File: config.mk
export PLATFORM = sky130hd
export DESIGN_NAME = fifo_word_packer_lib
export DESIGN_NICKNAME = d
export VERILOG_FILES = /design/src/rtl/fifo_word_packer_lib.sv
export SDC_FILE = /design/constraint.sdc
export NUM_CORES = 1
export LEC_CHECK = 0
export CAP_MARGIN = 20
export CORE_AREA = 2 2 111 113
export DETAILED_ROUTE_END_ITERATION = 8
export DIE_AREA = 0 0 113 115
export PLACE_DENSITY = 0.79
export SLEW_MARGIN = 20
export SYNTH_ARGS = -nofsm -noshare
export SYNTH_HDL_FRONTEND = slang
export SYNTH_SLANG_ARGS = --single-unit
File: constraint.sdc
create_clock -name clk -period 1.6 [get_ports clk]
set_clock_uncertainty 0.05 [all_clocks]
set_input_delay 0.32 -clock clk [delete_from_list [all_inputs] [get_ports clk]]
set_output_delay 0.32 -clock clk [all_outputs]
set_load 0.02 [all_outputs]
File: src/rtl/fifo_word_packer_lib.sv
// fifo_word_packer_lib
// Pops DATA_SIZE-bit words from an upstream one-in/one-out FIFO through its
// valid/pick-ready handshake. It packs PACK_NUM consecutive words into one
// wide beat and presents that beat on a registered valid/ready output.
// A flush closes a partially filled beat. out_mask marks which slots of the
// beat are populated, and unpopulated slots are always zero.
//
// Ports:
//   clk       clock; all state updates on the rising edge
//   rst       synchronous, active-high reset
//   in_vld    FIFO has a word
//   in_data   FIFO head word
//   pick_rdy  pop request to the FIFO (word consumed when in_vld & pick_rdy)
//   flush     close the current partial beat
//   out_vld   wide beat valid
//   out_data  packed beat; word k at [k*DATA_SIZE +: DATA_SIZE]
//   out_mask  bit k set = slot k populated
//   out_rdy   downstream accepts the beat when out_vld & out_rdy
//   busy      a beat is partially filled or is being presented
module fifo_word_packer_lib #(
  parameter int unsigned DATA_SIZE      = 32,
  parameter int unsigned PACK_NUM       = 4,
  parameter int unsigned PACK_NUM_WIDTH = $clog2(PACK_NUM)
) (
  input  logic                          clk,
  input  logic                          rst,
  input  logic                          in_vld,
  input  logic [DATA_SIZE-1:0]          in_data,
  output logic                          pick_rdy,
  input  logic                          flush,
  output logic                          out_vld,
  output logic [PACK_NUM*DATA_SIZE-1:0] out_data,
  output logic [PACK_NUM-1:0]           out_mask,
  input  logic                          out_rdy,
  output logic                          busy
);

  typedef enum logic {FILL, HOLD} state_e;

  state_e                        state_q, state_d;
  logic [PACK_NUM_WIDTH-1:0]     cnt_q, cnt_d;
  logic [PACK_NUM*DATA_SIZE-1:0] data_q, data_d;
  logic [PACK_NUM-1:0]           mask_q, mask_d;

  logic acc;
  logic fire;

  assign acc  = in_vld & pick_rdy;
  assign fire = out_vld & out_rdy;

  // State register
  always_ff @(posedge clk) begin
    if (rst) begin
      state_q <= FILL;
      cnt_q   <= '0;
      data_q  <= '0;
      mask_q  <= '0;
    end else begin
      state_q <= state_d;
      cnt_q   <= cnt_d;
      data_q  <= data_d;
      mask_q  <= mask_d;
    end
  end

  // Next-state logic
  always_comb begin
    state_d = state_q;
    cnt_d   = cnt_q;
    data_d  = data_q;
    mask_d  = mask_q;
    unique case (state_q)
      FILL: begin
        if (acc) begin
          for (int unsigned k = 0; k < PACK_NUM; k++) begin
            if (cnt_q == PACK_NUM_WIDTH'(k)) begin
              data_d[k*DATA_SIZE +: DATA_SIZE] = in_data;
              mask_d[k]                        = 1'b1;
            end
          end
          if (cnt_q == PACK_NUM_WIDTH'(PACK_NUM - 1)) begin
            state_d = HOLD;
            cnt_d   = '0;
          end else begin
            cnt_d = cnt_q + PACK_NUM_WIDTH'(1);
          end
        end
        // A word accepted in the same cycle as flush is already in data_d.
        if (flush && ((cnt_q != '0) || acc)) begin
          state_d = HOLD;
          cnt_d   = '0;
        end
      end
      HOLD: begin
        // pick_rdy in HOLD requires out_rdy, so acc here always implies fire.
        if (fire) begin
          state_d = FILL;
          data_d  = '0;
          mask_d  = '0;
          cnt_d   = '0;
          if (acc) begin
            data_d[DATA_SIZE-1:0] = in_data;
            mask_d[0]             = 1'b1;
            cnt_d                 = PACK_NUM_WIDTH'(1);
          end
        end
      end
      default: state_d = FILL;
    endcase
  end

  // Output logic
  always_comb begin
    pick_rdy = ~rst & ((state_q == FILL) | ((state_q == HOLD) & out_rdy));
    out_vld  = (state_q == HOLD);
    out_data = data_q;
    out_mask = mask_q;
    busy     = (cnt_q != '0) | (state_q == HOLD);
  end

endmodule

==> metrics.md <==
| Metric | Value |
|---|---|
| Status | finished, violations left |
| Failing checks | design-rule violations, negative setup slack |
| Clock transition at path regs | 60 ps |
| Pins Over Slew Limit | 0 |
| Largest net degree at the start of global routing | 57 |
| Top post-synthesis cells by area | dfxtp_1, a22o_1, a21oi_1 |
| Synth area leader | dfxtp_1 |
| Die height | 115 um |
| Inst Count DP | 776 |
| Crit path max fanout | 3 |
| CP top delay family | compound AO/OA/AOI/OAI gates |
| Total grt overflow | 0 |
| Max frequency | 0.585 GHz |
| Overall power | 8.96 mW |
| Syn. warnings | 0 |
| Core Util, Final | 64.8% |
| Maximum clock path buffer count | 2 |
| CP peak stage delay | 430 ps |
| Clock latency at the later pin of the worst-skew pair | 400 ps |
| Setup ws final | -109 ps |
| Die Width | 113 um |
| Final hold viol count | 0 |
| Critical-path top delay cell | or4_4 |
| Worst hold path startpoint | rst |
| GRT Util Overall | 23.2% |
| Crit path launch | cnt_q[0]$_SDFFE_PP0P_ |
| Post-DRT Antenna Nets | 0 |
| Routability cong. | 0.801 |
| Crit-path cells | inv_2, ha_4, buf_4, a21boi_2, or4_4, a2111oi_4 |
| Worst Setup End Kind | register |
| FF-to-FF Start | cnt_q[0]$_SDFFE_PP0P_ |
| Worst slew pin tran | 551 ps |
| CP Launch Type | register |
| Sequential element share of the synthesized area | 58.6% |
| CP Class | reg -> reg |
| Number of flops mapped to enable cells by yosys | 0 |
| Vias in the first global route | 4550 |
| Fin area | 7650 um2 |
| PortBufs | 171 |
| Required time of the worst setup path | 1840 ps |
| Full die area | 13000 um2 |
| Ys flop type | dfxtp_1 |
| Worst endpoint data arrival time | 1950 ps |
| Lkg Pwr | 3.50 nW |
| Row count | 40 |
| Fin crit share | 107% |
| Vias | 4567 |
| Post-route minimum period | 1710 ps |
| Synthesized area per cell | 10.0 um2 |
| Layout Nets | 712 |
| Starting density of the core | 39.0% |
| CP Buf/Inv Count | 2 |
| Drt total wl | 16000 um |
| Max VDD drop | 0.000743 V |
| WL per Instance | 19.2 um |
| Layout cell share with drive strength beyond 1 | 21.6% |
| Fin cells | 831 |
| Hold Slack | 388 ps |
| Initial antenna violation count | 0 |
| TritonCTS clock tree | done |
| Fin Setup TNS | -812 ps |
| Root buf cell | clkbuf_16 |
| Gate Count Post-Synth | 459 |
| Area after DPL | 6680 um2 |
| DRT Pass-1 Iters | 7 |
| Commonest cells after routing, fill and taps aside | dfxtp_1, dlygate4sd2_1, a22o_1, nand3_1, nand2_1 |
| Ys async rst share | 0% |
| # clock sinks | 135 |
| Slew HR | 62.9% |
| Maxcap violations | 0 |
| Mapped Area | 4610 um2 |
| First-pass GRT wire length | 23800 um |
| Ant. Diodes | 0 |
| Final setup fails | 29 |
| TritonCTS Buffers | 17 |
| RSZ-0062 raised after global routing | yes |
| Register bit total from synthesis | 135 |
| Post-synth top area share | 58.6% |
| DR vias/cell | 5.50 |
| Synth cell types | 30 |
| Syn Nets | 500 |
| Residual DRC | 12 |
| Num ports | 172 |
| Area Growth Syn to Fin | 65.8% |
| Setup WS pre-CTS | -633 ps |
| HPWL Detailed | 9870 um |
| Pwr Density | 1170 nW/um2 |
| H-tree lvl count | 4 |
| Initial detailed-routing violation count | 334 |
| Core Area | 11800 um2 |
| Hold WC Path Type | in -> reg |
==> worst paths after layout <==
check	to	slack, ps	depth (start not counted)
worst min-delay path	cnt_q[1]$_SDFFE_PP0P_	390	4
worst max-delay path	cnt_q[0]$_SDFFE_PP0P_	-110	6
worst min register to register	out_mask[0]$_SDFFE_PP0P_	410	1
worst max register to register	cnt_q[0]$_SDFFE_PP0P_	-110	6
==> what timing repair did <==
item / in CTS / in global routing
buffers inserted: 8 / 9
endpoints found under the setup margin: 205 / 84
hold buffers: 0 / 0
resized for setup: 162 / 63
pin swaps: 2 / 14
cloned: 2 / 4
==> registers in the layout, indices dropped and copies added (netlist names) <==
name,count
out_data,128
out_mask,4
cnt_q,2
out_vld,1
==> power by group <==
group          switching, mW  internal (mW)
sequential            0.0951           3.51
combinational          0.801          0.646
clock                   1.51           2.39
total                   2.41           6.55
==> synthesized netlist by cell type, types with 2 or more instances <==
library cell and n:
ha_1 4, nor2_1 12, buf_4 5, buf_1 5, nor2b_1 4, inv_1 2, nand3_2 2, dfxtp_1 135
a21oi_1 58, nand2_1 58, nand2b_1 2, a22o_1 74, buf_2 15, clkbuf_1 12, nor3_2 2, nand3_1 54
a21oi_2 2
==> cell type report <==
| type | instances | area [um2] |
|---|---|---|
| Clock buffer | 19 | 453 |
| Clock inverter | 13 | 143 |
| Fill cell | 932 | 4160 |
| Inverter | 2 | 7.51 |
| Multi-Input combinational cell | 287 | 2000 |
| Sequential cell | 135 | 2710 |
| Tap cell | 147 | 184 |
| Timing Repair Buffer | 228 | 2150 |
==> kinds of logic after synthesis <==
logic type	count (synthesis)	synth area share, %
and+or+nand+nor	141	14.5
AOI/OAI and AO/OA	140	21.8
DFF	135	58.6
buffers and inverters	39	3.99
adders and majority gates	4	1.09
==> worst reg2reg max path, stage by stage (launching register included) <==
cell	delay (ps)
dfxtp_2	330
inv_2	80
ha_4	150
buf_4	120
a21boi_2	60
or4_4	430
a2111oi_4	380
==> metal layers <==
layer / share of wire [%] / track usage [%]
met5: 0 / 0
met4: 1.7 / 9.76
met3: 7.9 / 6.91
met2: 50 / 40.0
met1: 40 / 27.2
(Power assumes the default switching activity.)
==> RTL change (same flow settings) <==
Take the reset off `data_q` and load it in a clocked block of its own.
--- a/src/rtl/fifo_word_packer_lib.sv
+++ b/src/rtl/fifo_word_packer_lib.sv
@@ -54,12 +54,14 @@
       state_q <= FILL;
       cnt_q   <= '0;
-      data_q  <= '0;
       mask_q  <= '0;
     end else begin
       state_q <= state_d;
       cnt_q   <= cnt_d;
-      data_q  <= data_d;
       mask_q  <= mask_d;
     end
+  end
+
+  always_ff @(posedge clk) begin
+    data_q <= data_d;
   end
 
Function: differs if rst is asserted again (counterexample within 4 cycles, from zero or initial values and one cycle with rst high); with rst held inactive, the same outputs for 4 cycles.
==> RTL change against the unedited design <==
The run ends with design-rule violations left. Area after synthesis increased by 1.9%. Sequential power rose by 17%. Routed wire length is 30% lower. Final area is 2.5% lower. Worst hold slack lost 0.16 ns. Worst setup slack gained 0.12 ns. Power grew 5.3%. Sequential cell count did not move.
==> RTL change: results <==
set metrics [dict create \
    wl_met2_um 5940 \
    drtPass1Iterations 6 \
    p_seq_share_pct 44.6 \
    switching_share_pct 22.9 \
    p_leak_nw 2.93 \
    synth_edf_count 128 \
    n_clock_buffer 17 \
    design_area_um2 7460 \
    gp_congestion 0.832 \
    worstMarginPinSlew_ns 0.286 \
    n_all_inverters 4 \
    irDropWorstVdd_v 0.000634 \
    nMultiInputCombCells 108 \
    grt_use_met1_pct 20.1 \
    setup_violations 0 \
    p_clk_mw 4.04 \
    final_cells 624 \
    final_nets 506 \
    pre_cts_slack_ns -0.489 \
    violations "design-rule violations" \
    hp-class "in2reg" \
    p_clk_share_pct 42.8 \
    reg2reg_depth 4 \
    hpwl_um 7840 \
    grt_pass1_wl_um 17000 \
    via_count 2928 \
    arrival_ns 1.85 \
    grt_usage_pct 17.9 \
    drc 17 \
    seq-cell-share_pct 53.5 \
    r2r_slack_ns 0.01 \
    synth_cell_types 21 \
    grt_pass1_vias 3046 \
    multi_input_area_um2 754 \
    clk_share_pct 8.40 \
    signal_buffers 199 \
    post_cts_buffers 0 \
    grtUsageMet2_pct 31.7 \
    critPathTopFamily "simple AND/OR/NAND/NOR gates" \
    min_period_over_period_pct 99.3 \
    seq_area_frac_synth_pct 84.8 \
    dpl-instance-area_um2 6940 \
    grt_max_degree 33 \
    outcome "complete, but fails checks" \
    n_fill_cell 882 \
    drt_iter0_markers 182 \
    drt-total-wl_um 11100 \
    synth_nets 296 \
    buf_share_pct 25.4 \
]
## RTL change: cells by family after synthesis
group | share of synthesized area (%)
flip-flops | 84.8
AND/OR/NAND/NOR | 11.2
AO/OA/AOI/OAI | 1.97
buffers and inverters | 1.01
adder cells (fa/ha/maj) | 1.07
## RTL change: worst min-delay path by stage
| stage | startpoint | cells past startpoint | endpoint | slack [ns] |
|---|---|---|---|---|
| 4_1_cts | out_mask[3]$_SDFFE_PP0P_ | 2 | out_mask[3]$_SDFFE_PP0P_ | 0.42 |
| 2_1_floorplan | in_vld | 2 | out_mask[0]$_SDFFE_PP0P_ | 0.42 |
| 6_report | out_rdy | 3 | out_vld$_SDFF_PP0_ | 0.23 |
| 3_3_place_gp | out_mask[3]$_SDFFE_PP0P_ | 2 | out_mask[3]$_SDFFE_PP0P_ | 0.43 |
| 5_1_grt | out_rdy | 3 | out_vld$_SDFF_PP0_ | 0.21 |
| 3_5_place_dp | out_mask[3]$_SDFFE_PP0P_ | 2 | out_mask[3]$_SDFFE_PP0P_ | 0.41 |
